`src/rtl/pc_pkg.sv`:
```
// Shared constants and state type for the PIC16-style program-counter sequencer.
package pc_pkg;
   localparam int PC_W = 11;
   localparam logic [PC_W-1:0] RESET_VEC = 11'h000;
   localparam logic [PC_W-1:0] INT_VEC   = 11'h004;
   localparam int STK_DEPTH = 16;
   localparam int DEPTH_W   = $clog2(STK_DEPTH + 1);

   typedef enum logic [0:0] {
      RUN   = 1'b0,
      FLUSH = 1'b1
   } seq_state_t;
endpackage

```
`src/rtl/pc_sequencer_stk_depth_guard.sv`:
```
// Return-stack depth tracker with sticky overflow/underflow flags.
// Only instantiated when STACK_GUARD_EN is defined.
module stk_depth_guard
   import pc_pkg::*;
(
   input  logic clk,
   input  logic reset,
   input  logic en,
   input  logic push,
   input  logic pop,
   input  logic stk_clr,
   output logic stkovf,
   output logic stkunf
);
   localparam logic [DEPTH_W-1:0] DEPTH_MAX = DEPTH_W'(STK_DEPTH);

   logic [DEPTH_W-1:0] depth_reg, depth_next;
   logic               ovf_reg, unf_reg;
   logic               ovf_set, unf_set;

   assign ovf_set = push && (depth_reg == DEPTH_MAX);
   assign unf_set = pop && (depth_reg == '0);

   // Depth saturates at both ends; the stack itself still wraps.
   always_comb begin
      depth_next = depth_reg;
      if (push && !ovf_set)
         depth_next = depth_reg + 1'b1;
      else if (pop && !unf_set)
         depth_next = depth_reg - 1'b1;
   end

   always_ff @(posedge clk or negedge reset) begin
      if (!reset) begin
         depth_reg <= '0;
         ovf_reg   <= 1'b0;
         unf_reg   <= 1'b0;
      end else if (en) begin
         depth_reg <= depth_next;
         ovf_reg   <= ovf_set | (ovf_reg & ~stk_clr);
         unf_reg   <= unf_set | (unf_reg & ~stk_clr);
      end
   end

   assign stkovf = ovf_reg;
   assign stkunf = unf_reg;
endmodule

```
`src/rtl/pc_sequencer.sv`:
```
// Program counter / control-flow sequencer with two-stage pipeline flush.
// Optional stack depth guard enabled by defining STACK_GUARD_EN.
module pc_sequencer
   import pc_pkg::*;
(
   input  logic            clk,
   input  logic            reset,
   input  logic            en,
   input  logic            op_call,
   input  logic            op_goto,
   input  logic            op_ret,
   input  logic            op_skip,
   input  logic [PC_W-1:0] k,
   input  logic            irq,
   input  logic [PC_W-1:0] stack_out,
   input  logic            stk_clr,
   output logic [PC_W-1:0] pc_out,
   output logic            flush,
   output logic            irq_ack,
   output logic            stack_push,
   output logic            stack_pop,
   output logic [PC_W-1:0] stack_in,
   output logic            stkovf,
   output logic            stkunf
);
   seq_state_t      state_reg, state_next;
   logic [PC_W-1:0] pc_reg, pc_next;
   logic [PC_W-1:0] pc_inc;

   assign pc_inc = pc_reg + 1'b1;

   always_comb begin
      state_next = state_reg;
      pc_next    = pc_reg;
      stack_push = 1'b0;
      stack_pop  = 1'b0;
      irq_ack    = 1'b0;
      if (en) begin
         case (state_reg)
            RUN: begin
               state_next = FLUSH;
               if (irq) begin
                  stack_push = 1'b1;
                  irq_ack    = 1'b1;
                  pc_next    = INT_VEC;
               end else if (op_ret) begin
                  stack_pop = 1'b1;
                  pc_next   = stack_out;
               end else if (op_call) begin
                  stack_push = 1'b1;
                  pc_next    = k;
               end else if (op_goto) begin
                  pc_next = k;
               end else if (op_skip) begin
                  pc_next = pc_inc;
               end else begin
                  pc_next    = pc_inc;
                  state_next = RUN;
               end
            end
            // The bubble fetched behind a transfer is never executed.
            FLUSH: begin
               pc_next    = pc_inc;
               state_next = RUN;
            end
            default: state_next = RUN;
         endcase
      end
   end

   always_ff @(posedge clk or negedge reset) begin
      if (!reset) begin
         state_reg <= RUN;
         pc_reg    <= RESET_VEC;
      end else begin
         state_reg <= state_next;
         pc_reg    <= pc_next;
      end
   end

   assign pc_out   = pc_reg;
   assign stack_in = pc_reg;
   assign flush    = (state_reg == FLUSH);

`ifdef STACK_GUARD_EN
   stk_depth_guard u_guard (
      .clk     (clk),
      .reset   (reset),
      .en      (en),
      .push    (stack_push),
      .pop     (stack_pop),
      .stk_clr (stk_clr),
      .stkovf  (stkovf),
      .stkunf  (stkunf)
   );
`else
   logic unused_stk_clr;
   assign unused_stk_clr = stk_clr;
   assign stkovf = 1'b0;
   assign stkunf = 1'b0;
`endif
endmodule

```
`config.mk`:
```
export PLATFORM = sky130hd
export DESIGN_NAME = pc_sequencer
export DESIGN_NICKNAME = d
export VERILOG_FILES = /design/src/rtl/pc_pkg.sv /design/src/rtl/pc_sequencer_stk_depth_guard.sv /design/src/rtl/pc_sequencer.sv
export SDC_FILE = /design/constraint.sdc
export NUM_CORES = 1
export LEC_CHECK = 0
export ABC_CLOCK_PERIOD_IN_PS = 2700
export CORE_ASPECT_RATIO = 1.75
export CORE_UTILIZATION = 43
export CTS_CLUSTER_DIAMETER = 50
export CTS_CLUSTER_SIZE = 12
export DETAILED_ROUTE_END_ITERATION = 10
export PLACE_DENSITY = 0.88
export SYNTH_ARGS = -nofsm -noshare
export SYNTH_HDL_FRONTEND = slang
export SYNTH_SLANG_ARGS = --single-unit
```
`constraint.sdc`:
```
create_clock -name clk -period 2.7 [get_ports clk]
set_input_delay 0.54 -clock clk [delete_from_list [all_inputs] [get_ports clk]]
set_output_delay 0.54 -clock clk [all_outputs]
set_load 0.1 [all_outputs]
```
# Word-level counts from Yosys, hierarchy flattened
# Index checks and enable logic that the tools add are counted.
[totals] ff_bits=12 output_inout_bits=28 elab_cells=27 in_bits=31
[op_classes] n_addsub=1 mux=23 bitwise=1
[op_table] operator="2-to-1 mux 11 bit" n=4
[op_table] operator="case mux 11 bit (2 select lines)" n=1
[op_table] operator="2-to-1 mux 1 bit" n=17
[op_table] operator="adder 11 x 1 -> 11 bit, second input constant" n=1
[op_table] operator="case mux 1 bit (2 select lines)" n=1
[op_table] operator="inverter 1 bit" n=1

# Longest topological paths before layout
# Gate-level depths: netlist of run 1.
[depth] depth_word=6 mapped_depth=6 ltp_nobuf=5

# Least setup slack after synthesis of run 1
# No wires, ideal clock.
[synth_timing] kind="reg2out" from="register state_reg, in the netlist flush" to="output stack_pop" n_path_buf=1 slack_ns=-1.258 t_arrival_ns=3.418 required_ns=2.160 path_stages_with_launch=4 path_cell_list="dfrtp_1 clkbuf_1 nand2b_1 nor3_1"
[synth_via] elab_chain_len=2
[synth_lines] item="start: declaration" line="pc_sequencer.sv:26" source="seq_state_t state_reg, state_next;"
[synth_lines] item="start signal: assignment" line="pc_sequencer.sv:76" source="state_reg <= state_next;"
[synth_lines] item="2-to-1 mux 1 bit" line="pc_sequencer.sv:39" source="case (state_reg)"
[synth_lines] item="2-to-1 mux 1 bit" line="pc_sequencer.sv:38" source="if (en) begin"
[synth_lines] item="end: declaration" line="pc_sequencer.sv:21" source="output logic stack_pop,"
# No other way between the ends.

# Worst setup path in the final report of run 1
[layout_timing] from="input en" to="output stack_pop"
[layout_via] elab_chain_len=1
[layout_lines] item="start: declaration" line="pc_sequencer.sv:8" source="input logic en,"
[layout_lines] item="2-to-1 mux 1 bit" line="pc_sequencer.sv:38"
# No other way between the ends.

==> results of run 1 <==
-- sequential cells by signal (all words and copies together), names as in the netlist --
register and cells:
pc_out 11, flush 1
-- placed cells by master, fill, tap and decap left out, drive strengths merged, types with 2 or more instances in the layout --
cell / Yosys / routed
o211ai: 4 / 4
a21oi: 11 / 11
xnor2: 3 / 3
nand2: 13 / 13
clkdlybuf4s50: 0 / 29
nor2: 12 / 12
a211o: 2 / 2
nor3: 8 / 8
o31ai: 3 / 3
a31oi: 5 / 5
a22oi: 2 / 2
buf: 19 / 32
or4: 2 / 2
dfrtp: 12 / 12
clkbuf: 4 / 3
nor4: 4 / 4
o21ai: 14 / 14
conb: 1 / 2
inv: 7 / 7
or3: 3 / 3
nand2b: 6 / 6
o21a: 2 / 2
o311ai: 3 / 3
or2: 2 / 2
nand3: 4 / 4
-- per-stage QoR --
stage | worst slack (ps) | cells | TNS (ps) | hold WS (ps) | utilization (%)
2_1_floorplan | -363 | 162 | -1570 | 244 | -
3_3_place_gp | 426 | 226 | 0 | 580 | 64.7
3_5_place_dp | 416 | 226 | 0 | 615 | 64.7
4_1_cts | 411 | 229 | 0 | 627 | 66.3
5_1_grt | 322 | 229 | 0 | 663 | 66.3
6_report | 400 | 229 | 0 | 620 | 66.3
-- path summary, 6_finish.rpt --
path / depth (start not counted) / slack [ps] / to / startpoint
max: 4 / 400 / stack_pop / en
min: 2 / 620 / pc_out[10] / pc_out[10]
max reg2reg: 5 / 850 / pc_out[8] / pc_out[0]
min reg2reg: 2 / 620 / pc_out[10] / pc_out[10]
max in group asynchronous: 1 / 1640 / pc_out[5] / reset
min in group asynchronous: 1 / 680 / pc_out[10] / reset
-- logic make-up after synthesis --
group | Yosys count | share of synthesized area (%)
simple gates | 58 | 25.8
mux | 1 | 0.847
fa+ha+maj | 1 | 1.06
compound gates | 55 | 30.2
buf+inv | 30 | 14.1
other cells | 1 | 0.317
flops | 12 | 25.4
xor+xnor | 3 | 2.22
-- worst min-delay path: stages, from the launching register on --
cell and delay, ps:
sky130_fd_sc_hd__dfrtp_1 410, sky130_fd_sc_hd__a22oi_1 110, sky130_fd_sc_hd__o21ai_0 70
-- synthesized netlist by cell type (2+ instances only) --
| master | number | area, µm² |
|---|---|---|
| sky130_fd_sc_hd__o21a_1 | 2 | 15.0 |
| sky130_fd_sc_hd__o21ai_0 | 14 | 70.1 |
| sky130_fd_sc_hd__xnor2_1 | 3 | 26.3 |
| sky130_fd_sc_hd__or2_2 | 2 | 12.5 |
| sky130_fd_sc_hd__buf_1 | 2 | 7.51 |
| sky130_fd_sc_hd__nand2_1 | 12 | 45.0 |
| sky130_fd_sc_hd__a21oi_1 | 11 | 55.1 |
| sky130_fd_sc_hd__or3_1 | 2 | 12.5 |
| sky130_fd_sc_hd__inv_1 | 7 | 26.3 |
| sky130_fd_sc_hd__nand3_1 | 3 | 15.0 |
| sky130_fd_sc_hd__a211o_1 | 2 | 17.5 |
| sky130_fd_sc_hd__a31oi_1 | 5 | 31.3 |
| sky130_fd_sc_hd__nor2_1 | 12 | 45.0 |
| sky130_fd_sc_hd__nor4_1 | 4 | 25.0 |
| sky130_fd_sc_hd__nand2b_1 | 6 | 37.5 |
| sky130_fd_sc_hd__o211ai_1 | 4 | 30.0 |
| sky130_fd_sc_hd__dfrtp_1 | 12 | 300 |
| sky130_fd_sc_hd__o311ai_0 | 3 | 26.3 |
| sky130_fd_sc_hd__o31ai_1 | 3 | 22.5 |
| sky130_fd_sc_hd__buf_2 | 4 | 20.0 |
| sky130_fd_sc_hd__clkbuf_1 | 4 | 15.0 |
| sky130_fd_sc_hd__a22oi_1 | 2 | 15.0 |
| sky130_fd_sc_hd__nor3_1 | 8 | 40.0 |
| sky130_fd_sc_hd__buf_4 | 13 | 97.6 |
-- final cells by class --
| class | count | area (µm²) | area share (%) |
|---|---|---|---|
| multi-input combinational | 120 | 723 | 42.8 |
| timing repair buffer | 61 | 568 | 33.6 |
| sequential | 12 | 300 | 17.8 |
| clock buffer | 3 | 41.3 | 2.44 |
| tap | 26 | 32.5 | 1.92 |
| inverter | 7 | 26.3 | 1.55 |
-- metal layers --
metal  vias to the layer above  track usage (%)
li1                        664                -
met1                       644             25.9
met2                        67             45.0
met3                         6             1.26
met4                         0             10.8
met5                         -                0
-- power groups by stage --
stage          Sequential (µW)  Combinational (µW)  Clock, µW
5_1_grt                    362                1290        174
3_3_place_gp               344                1240          0
2_1_floorplan              690                 700          0
4_1_cts                    347                1250        167
6_report                   349                1250        166
3_5_place_dp               349                1250          0
==> results by stage, run 1 <==
Layout:
- The relative area change from synthesis to final layout is 43.2%.
- For this run, the post-layout net count is 237.
- In the final layout, the share of cells above drive strength 1 is 21.2%.
- Counting the fill cells in the layout gives 221.
- The number of antenna diodes in the final layout is 0.
- The finished cells cover 1690 µm².

Route:
- The number of detailed-route iterations in the first pass is 4.
- The total length of routed met3 wires is 181 µm.
- The number of remaining DRC errors is 0.
- The met1 wire length is 1240 µm.
- The overall via count from detail_route is 1381.
- The number of violations reported at the end of detailed-routing iteration 0 is 58.
- After detailed routing, the number of vias per cell comes to 6.03.
- Summed over all nets, wire length on met2 after detailed routing comes to 1850 µm.
- The mean routed wirelength per cell is 14.6 µm.
- Once detail routing completed, the nets flagged for antenna violations numbered 0.
- The topmost layer with routed signal wires is met4.
- The routed design has 3340 µm of wire.

CTS:
- The number of levels in the clock H-tree is 1.
- The clock buffer count from CTS is 3.
- After clock tree synthesis, the clock-pin slew on the worst setup and hold paths is 50 ps.
- The clock passes through at most 2 buffers.
- The clock reaches the later pin of the worst-skew pair after 240 ps.
- TritonCTS built the clock tree.
- Post-CTS timing repair inserted 0 buffers for setup.
- The clock drives 12 sinks.
- The number of gates resized after CTS was 0.
- The buffer type at the clock tree root is sky130_fd_sc_hd__clkbuf_8.
- The count of hold buffers inserted by post-cts repair is 0.

Synthesis:
- The share of async-settable or async-resettable flops after synthesis is 100%.
- Yosys mapped a number of flops with a built-in enable equal to 0.
- The gate count after technology mapping is 161.
- The share of synthesized area occupied by flip-flops and latches is 25.4%.
- Summing every instance area after synthesis gives 1180 µm².
- The synthesized design contains 12 register bits.
- A synthesized cell averages 7.34 µm².
- During synthesis, Yosys emitted a total of 0 warnings.
- The prevailing post-synth register cell is sky130_fd_sc_hd__dfrtp_1.
- The post-synthesis cell type count is 45.

Worst setup path:
- The startpoint type of the worst setup path is an input port.
- On the worst path, the slowest cell contributes a delay of 530 ps.
- The critical path class is input port to primary output.
- The master of the slowest instance on the critical path is sky130_fd_sc_hd__clkdlybuf4s50_1.
- Grouping stages by cell kind, the critical path spends the most delay in buffers and inverters.
- The largest fanout of any net on the critical path is 6.
- The kind of end point of the critical path is a primary output.
- For the worst setup path, the data arrival time is 1760 ps.
- The signal on the critical path passes through clkdlybuf4s50_1 -> nand2b_1 -> nor3_2 -> buf_12.
- The number of buffers and inverters on the critical path is 2.
- For the worst setup path, the data required time is 2160 ps.

Power:
- In this run switching power makes up 65.6% of total power.
- For this design the static power due to leakage is 0.000681 µW.
- The total design power is 1770 µW.
- The maximum ir drop on the vdd rail is 0.555 mV.
- The power density over the cells is 1040 nW/µm².
- The analysis attributes to net switching a power of 1160 µW.
- The internal portion of the total power is 608 µW.
- The clock network fraction of total power is 9.4%.
- The combinational cell fraction of total power is 70.8%.
- The share of total power dissipated in sequential elements is 19.8%.

Placement:
- The count of buffers added on input and output ports is 55.
- Routability-driven placement finished with a final weighted congestion of 0.889.
- The placed instance area is 1650 µm².
- The HPWL after detailed placement is 2590 µm.

Timing:
- The final setup violation count is 0.
- The post-route clock period utilization is 85.2%.
- The total count of hold-check failures in the final report is 0.
- The post-route clock skew is 1.97 ps.
- The smallest clock period supported by the final layout is computed as 2300 ps.
- Setup repair after global routing left no endpoint under its margin.
- Derived from the worst setup path, the maximum achievable clock frequency is 435 MHz.
- The worst slew margin relative to its limit is 54.4%.
- For the pin with the worst max-slew slack, the measured transition is 675 ps.
- The final-report max-slew violation count is 0.

Worst hold path:
- The worst min-delay path category is register to register.

Floorplan:
- The area of the core region is 2550 µm².
- The die width is 41.6 µm.
- The total number of placement rows is 24.
- The die covers 2970 µm².
- The count of boundary I/O pins is 59.
- The effective utilization at floorplan is 46.3%.
- The die is 71.3 µm tall.

GRT:
- The via count of the first global-routing pass is 1332.
- The global-route usage over all layers is 23.6%.
- The global-route wire length before repair is 5690 µm.
- The initial antenna violation count is 0.
- The largest net degree at the start of global routing is 23.
- The total overflow reported by the global router is 0.

Status:
- The flow ran to the end, and the final reports show no timing, DRC or antenna violations.

Flow run:
- Across the run, the number of max-cap violations was 0.
(Power assumes the default switching activity.)
==> run 2, diff against run 1 <==
- HOLD_SLACK_MARGIN: unset -> 0.15
==> results of run 2 <==
The final DEF is identical to that of run 1; final timing and power are the same.
==> run 3, diff against run 2 <==
- CORE_MARGIN: unset -> 1
==> results of run 3 <==
The final DEF is identical to that of run 1; final timing and power are the same.
